## config.mk

```make
export PLATFORM = sky130hd
export DESIGN_NAME = if_prefetch
export DESIGN_NICKNAME = d
export VERILOG_FILES = /design/src/rtl/if_prefetch.sv
export SDC_FILE = /design/constraint.sdc
export NUM_CORES = 1
export LEC_CHECK = 0
export CELL_PAD_IN_SITES_DETAIL_PLACEMENT = 1
export CELL_PAD_IN_SITES_GLOBAL_PLACEMENT = 2
export CORE_MARGIN = 8
export CORE_UTILIZATION = 30
export CTS_CLUSTER_DIAMETER = 40
export DETAILED_ROUTE_END_ITERATION = 12
export PLACE_DENSITY_LB_ADDON = 0.05
export SLEW_MARGIN = 40
export SYNTH_ARGS = -nofsm -noshare
export SYNTH_HDL_FRONTEND = slang
export SYNTH_SLANG_ARGS = --single-unit
```

## constraint.sdc

```tcl
create_clock -name clk -period 2.7 [get_ports clk]
set_clock_uncertainty 0.15 [all_clocks]
set_input_delay 0.54 -clock clk [delete_from_list [all_inputs] [get_ports clk]]
set_output_delay 0.54 -clock clk [all_outputs]
set_load 0.05 [all_outputs]
```

## src/rtl/if_prefetch.sv

```systemverilog
// Instruction-fetch stage: PC generation, 1-cycle synchronous RAM read issue, and a
// DEPTH-entry prefetch FIFO presented to ID over valid/ready, with branch flush.
module if_prefetch #(
   parameter int unsigned     XLEN      = 32,
   parameter logic [XLEN-1:0] RESET_PC  = '0,
   parameter int unsigned     DEPTH     = 4,
   parameter int unsigned     MEM_AW    = 10,
   parameter bit              WORD_ADDR = 1'b1
) (
   input  logic              clk,
   input  logic              rst_n,
   input  logic              br_en,
   input  logic [XLEN-1:0]   br_addr,
   output logic              imem_cs,
   output logic [MEM_AW-1:0] imem_addr,
   input  logic [XLEN-1:0]   imem_rdata,
   output logic              if_valid,
   input  logic              if_ready,
   output logic [XLEN-1:0]   if_pc,
   output logic [XLEN-1:0]   if_inst
);

   localparam int unsigned PW = (DEPTH > 1) ? $clog2(DEPTH) : 1;

   logic [XLEN-1:0] pc_q;
   logic [XLEN-1:0] tag_q;
   logic            inflight_q;
   logic [PW-1:0]   rptr_q;
   logic [PW-1:0]   wptr_q;
   logic [PW:0]     count_q;
   logic [XLEN-1:0] pc_mem_q   [DEPTH];
   logic [XLEN-1:0] inst_mem_q [DEPTH];

   logic [XLEN-1:0] target;
   logic [XLEN-1:0] fetch_pc;
   logic [PW+1:0]   occupancy;
   logic            space;
   logic            push;
   logic            pop;

   always_comb begin
      target    = {br_addr[XLEN-1:2], 2'b00};
      fetch_pc  = br_en ? target : pc_q;
      // Reserve a slot for the in-flight read so a push can never hit a full FIFO.
      occupancy = {1'b0, count_q} + (PW+2)'(inflight_q);
      space     = occupancy < (PW+2)'(DEPTH);
      // Gated by rst_n so the RAM is idle the moment reset asserts.
      imem_cs   = rst_n & (br_en | space);
      if (WORD_ADDR) imem_addr = fetch_pc[MEM_AW+1:2];
      else           imem_addr = fetch_pc[MEM_AW-1:0];
      push      = inflight_q & ~br_en;
      if_valid  = (count_q != '0);
      pop       = if_valid & if_ready;
      if_pc     = if_valid ? pc_mem_q[rptr_q]   : '0;
      if_inst   = if_valid ? inst_mem_q[rptr_q] : '0;
   end

   always_ff @(posedge clk or negedge rst_n) begin
      if (!rst_n) begin
         pc_q       <= RESET_PC;
         tag_q      <= '0;
         inflight_q <= 1'b0;
         rptr_q     <= '0;
         wptr_q     <= '0;
         count_q    <= '0;
      end else begin
         if (imem_cs) begin
            pc_q  <= fetch_pc + XLEN'(4);
            tag_q <= fetch_pc;
         end
         inflight_q <= imem_cs;
         // A pop in the redirect cycle still completes; everything behind it is dropped.
         if (br_en) begin
            rptr_q  <= '0;
            wptr_q  <= '0;
            count_q <= '0;
         end else begin
            if (push) wptr_q <= wptr_q + PW'(1);
            if (pop)  rptr_q <= rptr_q + PW'(1);
            count_q <= count_q + (PW+1)'(push) - (PW+1)'(pop);
         end
      end
   end

   // Storage needs no reset: outputs are masked while the FIFO is empty.
   always_ff @(posedge clk) begin
      if (push) begin
         pc_mem_q[wptr_q]   <= tag_q;
         inst_mem_q[wptr_q] <= imem_rdata;
      end
   end

endmodule

```

==> results of run 1 <==
## cell families after synthesis
group | after synthesis | synth area share, %
other cells | 1 | 0.0277
compound gates | 92 | 4.34
simple gates | 249 | 9.83
mux | 96 | 12.9
flops | 316 | 67.6
xor+xnor | 30 | 1.94
buf+inv | 73 | 2.50
fa+ha+maj | 9 | 0.887
## Yosys cell counts (3+ instances only)
library cell  instances
edfxtp_1            248
nand3b_1              7
buf_1                11
o22a_1                4
a21boi_0              3
buf_4                13
nor3_1                6
inv_1                15
nand3_1              20
nor3b_1               3
nand2b_1              6
mux2i_1              29
buf_2                 7
nand2_1              76
dfrtp_1              68
or3_1                10
a21oi_1              16
nand4_1               9
nor2b_1               3
nor2_1               26
nand4b_1              4
and2_1               68
a221o_1              11
clkbuf_1             26
mux4_2               62
xnor2_1              16
ha_1                  8
mux2_2                5
xor2_1               14
a31oi_1              10
o21ai_0              34
## report_power, final
part / switching (uW) / leakage [uW] / total, uW / internal, uW
clock network: 2380 / 0.000869 / 6590 / 4210
logic: 4510 / 0.00309 / 8240 / 3740
registers: 408 / 0.00307 / 6320 / 5910
total: 7300 / 0.00703 / 21100 / 13900
## sequential cells by signal, indices dropped and copies added, names as in the netlist
name / count
inflight_q: 1
pc_mem_q: 120
inst_mem_q: 128
count_q: 3
pc_q: 30
rptr_q: 2
wptr_q: 2
tag_q: 30
## through the flow
stage | std cells | hold slack [ns] | util, % | instance area, um2
global route | 1783 | 0.389 | 42.4 | 19100
CTS | 1777 | 0.358 | 42.0 | 18900
finish | 1783 | 0.347 | 42.4 | 19100
global placement | 1664 | 0.318 | 36.7 | 16500
detailed placement | 1664 | 0.332 | 36.7 | 16500
floorplan | 867 | 0.0944 | - | 13600
## worst register-to-register path: stages (launching register included)
cell and delay (ns):
dfrtp_2 0.44, or3_4 0.41, and2_1 0.19, ha_1 0.29
inv_1 0.06, ha_1 0.13, inv_1 0.05, fa_1 0.37
xnor2_1 0.15, nor2_1 0.06
## what timing repair did
action	in CTS	in global routing
setup buffers	11	3
pin swaps	7	3
setup endpoints to repair	64	64
gates cloned	2	3
hold buffers	1	0
hold endpoints to repair	68	0
resized for setup	142	13
## cell type report
| cell class | instances | area, um2 |
|---|---|---|
| fillers | 4466 | 25900 |
| inverters | 15 | 56.3 |
| well taps | 600 | 751 |
| clock inverters | 27 | 279 |
| flip-flops and latches | 316 | 9160 |
| repair buffers | 275 | 3030 |
| clock buffers | 72 | 1500 |
| multi-input cells | 478 | 4300 |
## metal layers
| metal | vias up | wire length (um) | track usage (%) | share of wire (%) |
|---|---|---|---|---|
| li1 | 3855 | - | - | - |
| met1 | 4105 | 17000 | 18.5 | 46 |
| met2 | 140 | 17900 | 23.4 | 48 |
| met3 | 47 | 1500 | 3.56 | 4.0 |
| met4 | 0 | 685 | 3.71 | 1.9 |
| met5 | - | 0 | 0 | 0 |
## path summary, 6_finish.rpt
kind	from	end	slack, ns
setup / recovery	rptr_q[0]$_DFFE_PN0P_	if_pc[16]	-0.18
hold / removal	pc_q[9]$_DFFE_PN0P_	pc_q[9]$_DFFE_PN0P_	0.35
setup reg to reg	count_q[1]$_DFF_PN0_	count_q[2]$_DFF_PN0_	0.30
hold reg to reg	pc_q[9]$_DFFE_PN0P_	pc_q[9]$_DFFE_PN0P_	0.35
max in group asynchronous	rst_n	rptr_q[0]$_DFFE_PN0P_	1.53
min in group asynchronous	rst_n	pc_q[26]$_DFFE_PN0P_	0.49
==> results.json, run 1 <==
{
  "die_area_um2": 52200,
  "status": "complete, but fails checks",
  "initial_core_util_pct": 30.1,
  "mostFrequentLayoutCells": "edfxtp_1, buf_4, nand2_1, and2_4, dfrtp_1",
  "yosys_most_used_dff": "edfxtp_1",
  "layout_min_cycle_time_ns": 2.88,
  "setup_viol": 62,
  "crit_path_start_kind": "register",
  "cts_buffer_depth": 3,
  "tns_ns": -8.18,
  "ys_ff_latch": 316,
  "syn_area_um2": 13500,
  "final_common_cell": "edfxtp_1",
  "track_usage_pct": 14.2,
  "die_w_um": 228,
  "fmax_mhz": 347,
  "worstPathCellList": "buf_12 -> clkbuf_16 -> mux4_2 -> and2_4 -> buf_6",
  "critPathRequiredTime_ns": 2.01,
  "dr.pass1.iters": 4,
  "rsz0062_at_grt": "yes",
  "hold_violations": 0,
  "min_path_type": "register to register",
  "crit_family": "buffers and inverters",
  "finalCritPeriodShare_pct": 107,
  "syn2layout_area_growth_pct": 40.8,
  "path_depth": 5,
  "fp-row-count": 78,
  "antenna_found_initial": 0,
  "critical_path_class": "register to primary output",
  "power_leakage_uw": 0.00703,
  "via_per_inst": 4.57,
  "slew_viol_final": 0,
  "reg2reg_depth": 9,
  "critPathCaptureType": "primary output",
  "path_clk_slew_ns": 0.05,
  "grt_pass1_wl_um": 57300,
  "tritoncts": "yes",
  "peakVddDrop_uv": 705,
  "ant_nets": 0,
  "synth_edf_count": 248,
  "grt_overflow_total": 0,
  "violations": "negative setup slack",
  "synth.area.top_cells": "edfxtp_1, dfrtp_1, mux4_2",
  "yosysTopAreaCell": "edfxtp_1",
  "crit_arrival_ns": 2.19,
  "finalPower_uw": 21100,
  "drt-total-wl_um": 37000,
  "netlist-cell-type-count": 50,
  "cts_made_buffers": 53,
  "ys_seq_area_share_pct": 67.6,
  "grt_max_degree": 70,
  "avgSynthCellArea_um2": 15.6,
  "die_h_um": 228,
  "async_reset_ff_share_pct": 21.5,
  "drive_above_1_share_pct": 38.2,
  "finalNetCount": 1216,
  "cp_slowest_cell": "mux4_2",
  "cap_viol_max_count": 0,
  "post-dp-hpwl_um": 24000,
  "slowest_delay_ns": 0.49,
  "power_density_nw_per_um2": 1110,
  "io_pins": 144,
  "min_path_cells": 2,
  "grt_pass1_vias": 9265,
  "drt-wirelength-per-cell_um": 20.8,
  "drt_iter0_markers": 366,
  "fin_ws_ns": -0.178,
  "drc_errors": 0,
  "insertion_delay_ns": 0.57,
  "cp_max_fo": 6,
  "path_buf_inv": 3,
  "root_buffer": "clkbuf_16",
  "cts.htree.levels": 2,
  "syn_inst": 866,
  "post-place-ws_ns": -0.215,
  "gp_congestion": 0.764,
  "antennaDiodeCount": 0,
  "vias": 8147,
  "coreArea_um2": 45000,
  "yosys.area.top_type_share_pct": 55.0,
  "cts_sinks": 316,
  "port-buffer-count": 139,
  "ys_warn_count": 0
}
Power figures use the tool's default switching activity.
==> run 2, diff against run 1 <==
Settings changed: CORE_MARGIN 8 to not set.
==> run 2 against run 1 <==
  * The flow still finishes with violations (negative setup slack)
  * Core utilization is 0.91 points higher
  * Power is 3.6% higher
  * Critical path depth is 1 higher
  * Fmax is 2.8% lower
  * Global-route usage is 2.0 points higher
  * Die area is 12% lower
  * Combinational power is 2.5% lower
  * Largest cell class unchanged
  * Highest routed layer unchanged
==> results.json, run 2 (same netlist as run 1, synthesis figures left out) <==
{
  "critPathCaptureType": "primary output",
  "grt_pass1_vias": 9201,
  "place_area_um2": 16400,
  "cp_max_fo": 5,
  "via_per_inst": 4.67,
  "ant_nets": 0,
  "fin_ws_ns": -0.261,
  "dr.pass1.iters": 5,
  "path_clk_slew_ns": 0.05,
  "insertion_delay_ns": 0.59,
  "rr_startpoint": "count_q[0]$_DFF_PN0_",
  "crit_arrival_ns": 2.27,
  "grt_overflow_total": 0,
  "rsz0062_at_grt": "yes",
  "post-place-ws_ns": -0.345,
  "status": "complete, but fails checks",
  "drt_iter0_markers": 357,
  "cts_buffer_depth": 3,
  "antennaDiodeCount": 0,
  "die_area_um2": 46000,
  "drt-total-wl_um": 35900,
  "finalNetCount": 1215,
  "power_leakage_uw": 0.00708,
  "largestRegisters": "inst_mem_q: 128 flops, pc_mem_q: 120 flops",
  "drive_above_1_share_pct": 37.4,
  "io_pins": 144,
  "critPathRequiredTime_ns": 2.01,
  "violations": "negative setup slack",
  "drt-wirelength-per-cell_um": 20.2,
  "die_w_um": 214,
  "hold_violations": 0,
  "critical_path_class": "register to primary output",
  "finalPower_uw": 21900,
  "reg2reg_depth": 9,
  "root_buffer": "clkbuf_16",
  "fin_cells": 1779,
  "finalCritPeriodShare_pct": 110,
  "coreArea_um2": 44300,
  "mostFrequentLayoutCells": "edfxtp_1, buf_4, nand2_1, dfrtp_1, clkdlybuf4s50_1",
  "track_usage_pct": 16.2,
  "initial_core_util_pct": 30.5,
  "place_inst": 1654,
  "slew_headroom_pct": 52.2,
  "tritoncts": "yes",
  "syn2layout_area_growth_pct": 41.7,
  "top_register": "inst_mem_q",
  "slew_viol_final": 0,
  "cts_made_buffers": 58,
  "fp-row-count": 77,
  "reg2reg_slack_ns": 0.31,
  "post-dp-hpwl_um": 22300,
  "design_area_um2": 19200,
  "power_density_nw_per_um2": 1140,
  "worstMarginPinSlew_ns": 0.717,
  "crit_path_start_kind": "register",
  "fmax_mhz": 338,
  "antenna_found_initial": 1,
  "cts.htree.levels": 2,
  "vias": 8307,
  "min_path_cells": 0,
  "layout_min_cycle_time_ns": 2.96,
  "hold_end": "pc_mem_q[2][25]$_DFFE_PP_",
  "cts_sinks": 316,
  "cap_viol_max_count": 0,
  "largest_register_ffs": 128,
  "setup_viol": 62,
  "r2r_end": "count_q[2]$_DFF_PN0_",
  "port-buffer-count": 139,
  "gp_congestion": 0.754,
  "drc_errors": 0,
  "die_h_um": 214,
  "min_path_type": "register to register",
  "holdCritStartpoint": "tag_q[25]$_DFFE_PN0P_",
  "grt_pass1_wl_um": 56300,
  "grt_max_degree": 70,
  "final_common_cell": "edfxtp_1",
  "peakVddDrop_uv": 673
}
run 2: worst max-delay path by stage:
| stage | start | endpoint |
|---|---|---|
| final | rptr_q[0]$_DFFE_PN0P_ | if_pc[2] |
| after global routing | rptr_q[0]$_DFFE_PN0P_ | if_inst[30] |
| after CTS | rptr_q[0]$_DFFE_PN0P_ | if_inst[30] |
| after detailed placement | br_addr[4] | pc_q[23]$_DFFE_PN0P_ |
| after global placement | br_addr[4] | pc_q[23]$_DFFE_PN0P_ |
| after floorplan | br_en | pc_q[22]$_DFFE_PN0P_ |
run 2: area by class of cell:
type	instances	area, um2
tap	592	741
fill	4388	25100
inverter	15	56.3
clock inverter	42	531
clock buffer	67	1530
multi-input combinational	478	4250
timing repair buffer	269	2920
sequential	316	9160
run 2: where the power goes:
group | internal (uW) | leakage (uW) | switching (uW)
clock | 4840 | 0.000993 | 2710
sequential | 5910 | 0.00307 | 419
combinational | 3580 | 0.00302 | 4450
total | 14300 | 0.00708 | 7580
run 2: per-stage QoR:
| step | setup TNS (ns) | util (%) | hold WS [ns] |
|---|---|---|---|
| 2_1_floorplan | -2.13 | - | 0.0944 |
| 3_3_place_gp | -2.84 | 37.0 | 0.333 |
| 3_5_place_dp | -3.02 | 37.0 | 0.330 |
| 4_1_cts | -15.25 | 43.0 | 0.333 |
| 5_1_grt | -16.10 | 43.3 | 0.362 |
| 6_report | -11.19 | 43.3 | 0.337 |
run 2: worst max-delay path, stage by stage (launching register included):
cell     delay [ns]
dfrtp_4        0.53
buf_12         0.15
buf_12         0.12
buf_8          0.12
mux4_2         0.42
and2_4         0.18
buf_6          0.15
run 2: routing by layer:
| layer | vias up | share of wire, % | GRT usage, % |
|---|---|---|---|
| met2 | 176 | 47 | 26.0 |
| met4 | 0 | 2.1 | 5.43 |
| met5 | - | 0 | 0 |
| met1 | 4229 | 46 | 22.1 |
| li1 | 3850 | - | - |
| met3 | 52 | 4.2 | 2.77 |
run 2: timing repair:
action	in CTS	in global routing
endpoints found under the hold margin	68	0
setup endpoints to repair	64	63
gates cloned	5	1
resized for setup	117	21
setup buffers	8	2
hold buffers	1	0
pin swaps	1	2
